File: src/rtl/wash_phase_timer_if.sv
// Controller <-> phase timer signal bundle.
// master = controller side (drives run/lock/clear), slave = the timer.
interface wash_phase_timer_if #(
    parameter int CNT_W = 16
);
    logic             cycle_run;
    logic             spin_run;
    logic             door_lock;
    logic             fault_clr;
    logic             cycle_timeout;
    logic             spin_timeout;
    logic [CNT_W-1:0] remaining;
    logic             busy;
    logic             fault;

    modport master (
        output cycle_run, spin_run, door_lock, fault_clr,
        input  cycle_timeout, spin_timeout, remaining, busy, fault
    );

    modport slave (
        input  cycle_run, spin_run, door_lock, fault_clr,
        output cycle_timeout, spin_timeout, remaining, busy, fault
    );
endinterface

File: src/rtl/wash_phase_timer.sv
// Wash/spin phase timer: counts prescaled ticks for the active phase,
// raises the matching timeout on expiry, and latches a fault if the
// door lock drops while a phase is being timed. All outputs registered.
module wash_phase_timer #(
    parameter int PRESCALE    = 1000,
    parameter int CNT_W       = 16,
    parameter int CYCLE_TICKS = 300,
    parameter int SPIN_TICKS  = 120
) (
    input  logic               clk,
    input  logic               reset,
    wash_phase_timer_if.slave  bus
);
    // A prescaler of 1 still needs a 1-bit register; it simply stays at 0.
    localparam int               PW       = (PRESCALE > 1) ? $clog2(PRESCALE) : 1;
    localparam logic [PW-1:0]    PRE_LAST = PW'(PRESCALE - 1);
    localparam logic [CNT_W-1:0] CYC_N    = CNT_W'(CYCLE_TICKS);
    localparam logic [CNT_W-1:0] SPN_N    = CNT_W'(SPIN_TICKS);

    typedef enum logic [2:0] {
        S_IDLE,
        S_CYCLE,
        S_SPIN,
        S_EXPIRED,
        S_FAULT
    } state_t;

    state_t           r_state, w_state;
    logic [PW-1:0]    r_pre,   w_pre;
    logic [CNT_W-1:0] r_rem,   w_rem;
    logic             r_cto,   w_cto;
    logic             r_sto,   w_sto;
    logic             r_busy,  w_busy;
    logic             r_fault, w_fault;

    // Run input that belongs to the phase currently timed / expired.
    logic w_phase_run;
    logic w_exp_run;

    assign w_phase_run = (r_state == S_CYCLE) ? bus.cycle_run : bus.spin_run;
    assign w_exp_run   = r_cto ? bus.cycle_run : bus.spin_run;

    // State and output registers; reset clears everything immediately.
    always_ff @(posedge clk or negedge reset) begin
        if (!reset) begin
            r_state <= S_IDLE;
            r_pre   <= '0;
            r_rem   <= '0;
            r_cto   <= 1'b0;
            r_sto   <= 1'b0;
            r_busy  <= 1'b0;
            r_fault <= 1'b0;
        end else begin
            r_state <= w_state;
            r_pre   <= w_pre;
            r_rem   <= w_rem;
            r_cto   <= w_cto;
            r_sto   <= w_sto;
            r_busy  <= w_busy;
            r_fault <= w_fault;
        end
    end

    // Next-state and next-output logic. Within a timed phase the priority is
    // door-lock loss, then abort, then tick/expiry.
    always_comb begin
        w_state = r_state;
        w_pre   = r_pre;
        w_rem   = r_rem;
        w_cto   = r_cto;
        w_sto   = r_sto;
        w_busy  = r_busy;
        w_fault = r_fault;

        case (r_state)
            S_IDLE: begin
                if (bus.cycle_run) begin
                    w_state = S_CYCLE;
                    w_rem   = CYC_N;
                    w_pre   = '0;
                    w_busy  = 1'b1;
                end else if (bus.spin_run) begin
                    w_state = S_SPIN;
                    w_rem   = SPN_N;
                    w_pre   = '0;
                    w_busy  = 1'b1;
                end
            end

            S_CYCLE, S_SPIN: begin
                if (!bus.door_lock) begin
                    // remaining is left as-is so the fault shows where it hit
                    w_state = S_FAULT;
                    w_fault = 1'b1;
                    w_busy  = 1'b0;
                    w_cto   = 1'b0;
                    w_sto   = 1'b0;
                end else if (!w_phase_run) begin
                    w_state = S_IDLE;
                    w_rem   = '0;
                    w_pre   = '0;
                    w_busy  = 1'b0;
                end else if (r_pre == PRE_LAST) begin
                    w_pre = '0;
                    if (r_rem <= CNT_W'(1)) begin
                        w_state = S_EXPIRED;
                        w_rem   = '0;
                        w_busy  = 1'b0;
                        w_cto   = (r_state == S_CYCLE);
                        w_sto   = (r_state == S_SPIN);
                    end else begin
                        w_rem = r_rem - CNT_W'(1);
                    end
                end else begin
                    w_pre = r_pre + PW'(1);
                end
            end

            S_EXPIRED: begin
                if (!w_exp_run) begin
                    w_state = S_IDLE;
                    w_cto   = 1'b0;
                    w_sto   = 1'b0;
                end
            end

            S_FAULT: begin
                if (bus.fault_clr && !bus.cycle_run && !bus.spin_run) begin
                    w_state = S_IDLE;
                    w_fault = 1'b0;
                    w_rem   = '0;
                    w_pre   = '0;
                end
            end

            default: begin
                w_state = S_IDLE;
                w_pre   = '0;
                w_rem   = '0;
                w_cto   = 1'b0;
                w_sto   = 1'b0;
                w_busy  = 1'b0;
                w_fault = 1'b0;
            end
        endcase
    end

    assign bus.cycle_timeout = r_cto;
    assign bus.spin_timeout  = r_sto;
    assign bus.remaining     = r_rem;
    assign bus.busy          = r_busy;
    assign bus.fault         = r_fault;

endmodule
File: src/flat_wrapper.sv
// flat-port wrapper written by rule: the top's interface ports become plain ports
module wash_phase_timer_flat 
#(
    parameter int PRESCALE    = 1000,
    parameter int CNT_W       = 16,
    parameter int CYCLE_TICKS = 300,
    parameter int SPIN_TICKS  = 120
)
  (clk, reset, bus_cycle_run, bus_spin_run, bus_door_lock, bus_fault_clr, bus_cycle_timeout, bus_spin_timeout, bus_remaining, bus_busy, bus_fault);
  wash_phase_timer_if #(.CNT_W(CNT_W)) bus_i ();
  input  logic clk;
  input  logic reset;
  input wire logic [$bits(bus_i.cycle_run)-1:0] bus_cycle_run;
  input wire logic [$bits(bus_i.spin_run)-1:0] bus_spin_run;
  input wire logic [$bits(bus_i.door_lock)-1:0] bus_door_lock;
  input wire logic [$bits(bus_i.fault_clr)-1:0] bus_fault_clr;
  output wire logic [$bits(bus_i.cycle_timeout)-1:0] bus_cycle_timeout;
  output wire logic [$bits(bus_i.spin_timeout)-1:0] bus_spin_timeout;
  output wire logic [$bits(bus_i.remaining)-1:0] bus_remaining;
  output wire logic [$bits(bus_i.busy)-1:0] bus_busy;
  output wire logic [$bits(bus_i.fault)-1:0] bus_fault;
  assign bus_i.cycle_run = bus_cycle_run;
  assign bus_i.spin_run = bus_spin_run;
  assign bus_i.door_lock = bus_door_lock;
  assign bus_i.fault_clr = bus_fault_clr;
  assign bus_cycle_timeout = bus_i.cycle_timeout;
  assign bus_spin_timeout = bus_i.spin_timeout;
  assign bus_remaining = bus_i.remaining;
  assign bus_busy = bus_i.busy;
  assign bus_fault = bus_i.fault;
  wash_phase_timer #(.PRESCALE(PRESCALE), .CNT_W(CNT_W), .CYCLE_TICKS(CYCLE_TICKS), .SPIN_TICKS(SPIN_TICKS)) u_core (.clk(clk), .reset(reset), .bus(bus_i));
endmodule
File: config.mk
export PLATFORM = sky130hd
export DESIGN_NAME = wash_phase_timer_flat
export DESIGN_NICKNAME = d
export VERILOG_FILES = /design/src/rtl/wash_phase_timer_if.sv /design/src/rtl/wash_phase_timer.sv /design/src/flat_wrapper.sv
export SDC_FILE = /design/constraint.sdc
export NUM_CORES = 1
export LEC_CHECK = 0
export BUFFER_PORTS_ARGS = -buffer_cell sky130_fd_sc_hd__buf_2
export CORE_ASPECT_RATIO = 0.6
export CORE_MARGIN = 8
export CORE_UTILIZATION = 58
export DETAILED_ROUTE_END_ITERATION = 7
export GPL_TIMING_DRIVEN = 0
export MAX_ROUTING_LAYER = met4
export PLACE_DENSITY = 0.8
export SLEW_MARGIN = 30
export SYNTH_ARGS = -nofsm -noshare
export SYNTH_HDL_FRONTEND = slang
export SYNTH_SLANG_ARGS = --single-unit
export TNS_END_PERCENT = 5
File: constraint.sdc
create_clock -name clk -period 2.1 [get_ports clk]
set_input_delay 0.42 -clock clk [delete_from_list [all_inputs] [get_ports clk]]
set_output_delay 0.42 -clock clk [all_outputs]
set_load 0.05 [all_outputs]
-- Yosys cells after proc, flatten, opt, wreduce, memory -nomap -nowiden
Cells that the tools add are included.
- eq/ne operators: 16
- reductions and logical operators: 15
- $lt $le $gt $ge: 1
- mux-type cells: 47
- add/sub/neg operators: 2
- bitwise logic cells: 4
- operators with widths (kind ; number):
    $mux 16 ; 7
    $pmux 16 s4 ; 1
    $mux 10 ; 6
    $pmux 10 s4 ; 1
    $mux 3 ; 8
    $mux 1 ; 19
    $le 16x1->1 const B ; 1
    $sub 16x1->16 const B ; 1
    $reduce_and 5->1 ; 3
    $pmux 1 s3 ; 4
    $pmux 3 s4 ; 1
    $add 10x1->10 const B ; 1
    $eq 10x10->1 const B ; 1
    $ne 3x2->1 const B ; 3
    $ne 4x4->1 const B ; 2
    $reduce_and 4->1 ; 2
    $reduce_or 2->1 ; 4
    $eq 3x2->1 const B ; 2
    $ne 2x2->1 const B ; 3
    $ne 3x3->1 const B ; 2
    $not 1->1 ; 4
    $eq 3x1->1 const B ; 1
    $eq 3x3->1 const B ; 1
    $logic_not 3->1 ; 1
    4 further kinds ; 6
- register bits after elaboration: 33
- input bits: 6
- output and inout bits: 20

-- Logic depth before layout (Yosys ltp)
- depth after elaboration: 6
- depth in mapped cells: 9
- depth with buffers taken out: 8

-- Least setup slack after synthesis
Ideal clock, no wire load.
- kind: reg2reg
- start point: reg u_core.r_rem[0], in the netlist u_core.bus.remaining[0]
- end point: reg u_core.r_state[0]
- clock period less this slack: 2160 ps
- data required time: 1972 ps
- stages on the path, launching flop included: 8
- slack: -60 ps
- arrival time: 2033 ps
- cells stage by stage: dfrtp_1 -> inv_1 -> ha_1 -> o211ai_1 -> nor2_4 -> o221ai_2 -> nor3b_2 -> mux2_1
- cells in the longest elaborated chain, start to end: 3
- RTL lines (item ; line ; source):
    start: declaration ; wash_phase_timer.sv:30 ; logic [CNT_W-1:0] r_rem, w_rem;
    start signal: assignment ; wash_phase_timer.sv:56 ; r_rem <= w_rem;
    $le 16x1->1 ; wash_phase_timer.sv:105 ; if (r_rem <= CNT_W'(1)) begin
    $ne 4x4->1 (no source line) ; - ;
    $reduce_and 5->1 (no source line) ; - ;
    end signal: assignment ; wash_phase_timer.sv:54 ; r_state <= w_state;
    end: declaration ; wash_phase_timer.sv:28 ; state_t r_state, w_state;
Every way passes these cells.
A chain may end at the register's enable or synchronous reset.

-- Final worst setup path
- start point: reg u_core.r_rem[2], in the netlist u_core.bus.remaining[2]
- end point: reg u_core.r_state[1]
Same word-level chain as after synthesis.

==> key figures <==
Die
  • Row count: 16
  • Die Ht: 62.34 um
  • Initial Utilization: 62.09%
  • DIE AREA: 5812 um^2
  • Die Wd: 93.23 um
  • IO Pins: 26
  • Core area: 3343 um^2

Critical path
  • CP max FO: 7
  • Reg2Reg Depth: 7
  • Worst setup path category: flip-flop to flip-flop
  • Nature of the critical path endpoint: flip-flop
  • Required @ worst endpoint: 2.27 ns
  • Worst Path Arrival: 2.26 ns
  • Startpoint types: flip-flop

Yosys
  • Seq cells post-synth: 33
  • Warnings from Yosys: 0
  • Syn_nets: 244
  • Seq/Total Area, Yosys: 39.78%
  • Syn Inst Count: 235
  • Post-synthesis average cell area: 8.833 um^2
  • Mapped Area: 2076 um^2
  • Unique cell type count in the Yosys netlist: 52

Routing
  • Wirelength per Cell: 17.01 um
  • Post-detailed-routing wire length: 5512 um
  • Initial DRC Count: 103
  • Vias per Instance: 6.167
  • DRT antenna net count: 0
  • Drt drc: 0
  • DRT Pass-1 Iters: 4
  • DR vias: 1998

Power and ir drop
  • Lkg Pwr: 1.131 nW
  • Pwr/cell area: 1726 nW/um^2
  • VDD IR-drop max: 0.0008622 V
  • Power Total: 4.324 mW

Finish
  • Area growth syn-to-layout: 20.67%
  • Design area: 2505 um^2
  • Layout cells sized above 1: 28.67%
  • Core Util, Final: 74.93%
  • Fillers: 255
  • Commonest non-fill, non-tap cell in the layout: o21ai_0
  • Fin nets: 287
  • Commonest cells after routing, fill and taps aside: o21ai_0, buf_2, nor2_1
  • ANT cells: 0

Timing
  • Clock Skew: 0.004347 ns
  • Max Clk Rate: 0.4769 GHz
  • PnR worst setup slack: 0.003022 ns
  • Endpoints failing setup: 0
  • Crit path time final: 2.097 ns
  • RSZ-0062 raised after global routing: yes
  • Slew headroom: 49.72%
  • Max-slew violations: 0
  • Final Cycle Share: 99.86%
  • Fin. Hold Viols: 0
  • Actual slew at the worst max-slew pin: 0.7541 ns

Clock tree
  • CTS tree: yes
  • Worst-path clk slew: 0.07 ns
  • Number of CTS-inserted buffers: 5
  • Clock Latency Late Sink: 0.29 ns
  • Root buffer cell: clkbuf_8
  • Clk buf depth: 2
  • Sink Count: 33
  • H-tree depth: 2
  • CTS Hold Bufs: 0

Global routing
  • First-pass GRT wire length: 8742 um
  • Vias in the first global route: 1777
  • Largest net degree at the start of global routing: 34
  • Initial antenna violation count: 0
  • GRT Total Usage: 18.82%
  • Grt ovf: 0

Place
  • Post-place instance area: 2256 um^2
  • Hpwl dp: 3628 um
  • Placement Setup Slack: -0.08226 ns
  • Port buffer count: 24
  • RD Place Congestion: 0.8735

Outcome
  • Outcome: finished, final reports clean

Worst hold path
  • Worst hold path type: input pin to async pin

Run
  • MaxCap Viol Count: 0
==> cells in the mapped netlist (all sizes together) <==
| cell | count | area [um^2] |
|---|---|---|
| a21o | 1 | 7.510 |
| a21oi | 13 | 72.57 |
| a22o | 1 | 8.760 |
| a31oi | 3 | 18.77 |
| and2 | 2 | 12.52 |
| and3 | 5 | 31.28 |
| buf | 7 | 56.30 |
| clkbuf | 3 | 11.26 |
| dfrtp | 33 | 825.8 |
| ha | 3 | 37.54 |
| inv | 7 | 26.28 |
| mux2 | 2 | 22.52 |
| mux2i | 2 | 20.02 |
| nand2 | 19 | 76.32 |
| nand2b | 6 | 45.04 |
| nand3 | 3 | 15.01 |
| nand3b | 7 | 52.55 |
| nand4 | 2 | 12.51 |
| nand4b | 1 | 8.760 |
| nand4bb | 1 | 11.26 |
| nor2 | 29 | 118.9 |
| nor2b | 3 | 18.77 |
| nor3 | 4 | 20.02 |
| nor3b | 5 | 42.54 |
| nor4 | 7 | 80.07 |
| nor4bb | 1 | 10.01 |
| o211ai | 2 | 15.01 |
| o21a | 2 | 15.01 |
| o21ai | 42 | 217.7 |
| o221ai | 1 | 15.01 |
| o31a | 2 | 17.52 |
| o31ai | 8 | 60.06 |
| o41ai | 2 | 25.03 |
| or2 | 1 | 6.260 |
| or3 | 2 | 12.51 |
| or3b | 1 | 11.26 |
| xnor2 | 1 | 8.760 |
| xor2 | 1 | 8.760 |
==> final timing paths <==
path	slack [ns]	endpoint	start
worst min-delay path	0.20	u_core.r_pre[0]	reset
worst min register to register	0.47	u_core.r_pre[8]	u_core.r_pre[8]
max in group asynchronous	1.37	u_core.bus.remaining[4]	reset
min in group clk	0.37	u_core.r_state[2]	bus_door_lock
worst max register to register	0.003	u_core.r_state[1]	u_core.bus.remaining[2]
worst max-delay path	0.003	u_core.r_state[1]	u_core.bus.remaining[2]
==> repair_timing <==
item	in CTS	in global routing
endpoints found under the hold margin	0	0
buffers inserted	0	12
endpoints found under the setup margin	2	19
pin swaps	0	9
resized for setup	2	13
==> final cells by class <==
type | count | area [um^2] | share of cell area [%]
multi-input cells | 185 | 1206 | 48.15
plain buffers | 10 | 70.07 | 2.797
well taps | 45 | 56.30 | 2.248
clock buffers | 7 | 96.34 | 3.846
flip-flops and latches | 33 | 834.6 | 33.32
repair buffers | 36 | 210.2 | 8.392
clock inverters | 1 | 5.005 | 0.1998
inverters | 7 | 26.28 | 1.049
==> metrics by stage <==
stage          setup TNS, ns  instances  hold WS [ns]
3_5_place_dp         -0.1044        304        0.4580
6_report                   0        324        0.1973
2_1_floorplan              0        235        0.1244
5_1_grt              -0.2967        324        0.2622
4_1_cts            -0.005107        312        0.2254
3_3_place_gp        -0.04783        304        0.4638
==> state kept, by name (all words and copies together), names as in the netlist <==
signal                    flops
u_core.r_state                3
u_core.bus.fault              1
u_core.bus.spin_timeout       1
u_core.bus.cycle_timeout      1
u_core.bus.remaining         16
u_core.bus.busy               1
u_core.r_pre                 10
==> report_power, final <==
part	switching, mW	total [mW]	internal, mW
Clock	0.250	0.547	0.297
Combinational	1.76	2.76	1.00
Sequential	0.215	1.02	0.804
==> cell families after synthesis <==
family,Yosys count,synth area share [%]
XOR/XNOR,2,0.8440
AO/OA/AOI/OAI,77,22.79
AND/OR/NAND/NOR,99,28.21
adder cells (fa/ha/maj),3,1.809
buffers and inverters,17,4.521
flip-flops,33,39.78
multiplexers,4,2.049
==> per-layer routing <==
metal / wire length [um] / track usage [%] / up-vias
met1: 2653 / 26.25 / 976
met2: 2432 / 25.31 / 67
li1: - / - / 945
met3: 353 / 4.916 / 10
met4: 73 / 6.387 / 0
met5: 0 / - / -
==> critical path, cell delays in order, from the launching register on <==
cell	delay, ns
dfrtp_2	0.46
nor4_2	0.28
o211ai_1	0.15
buf_4	0.19
nor2_4	0.13
o221ai_2	0.14
nor3b_2	0.25
mux2_1	0.35
Power figures use the tool's default switching activity.
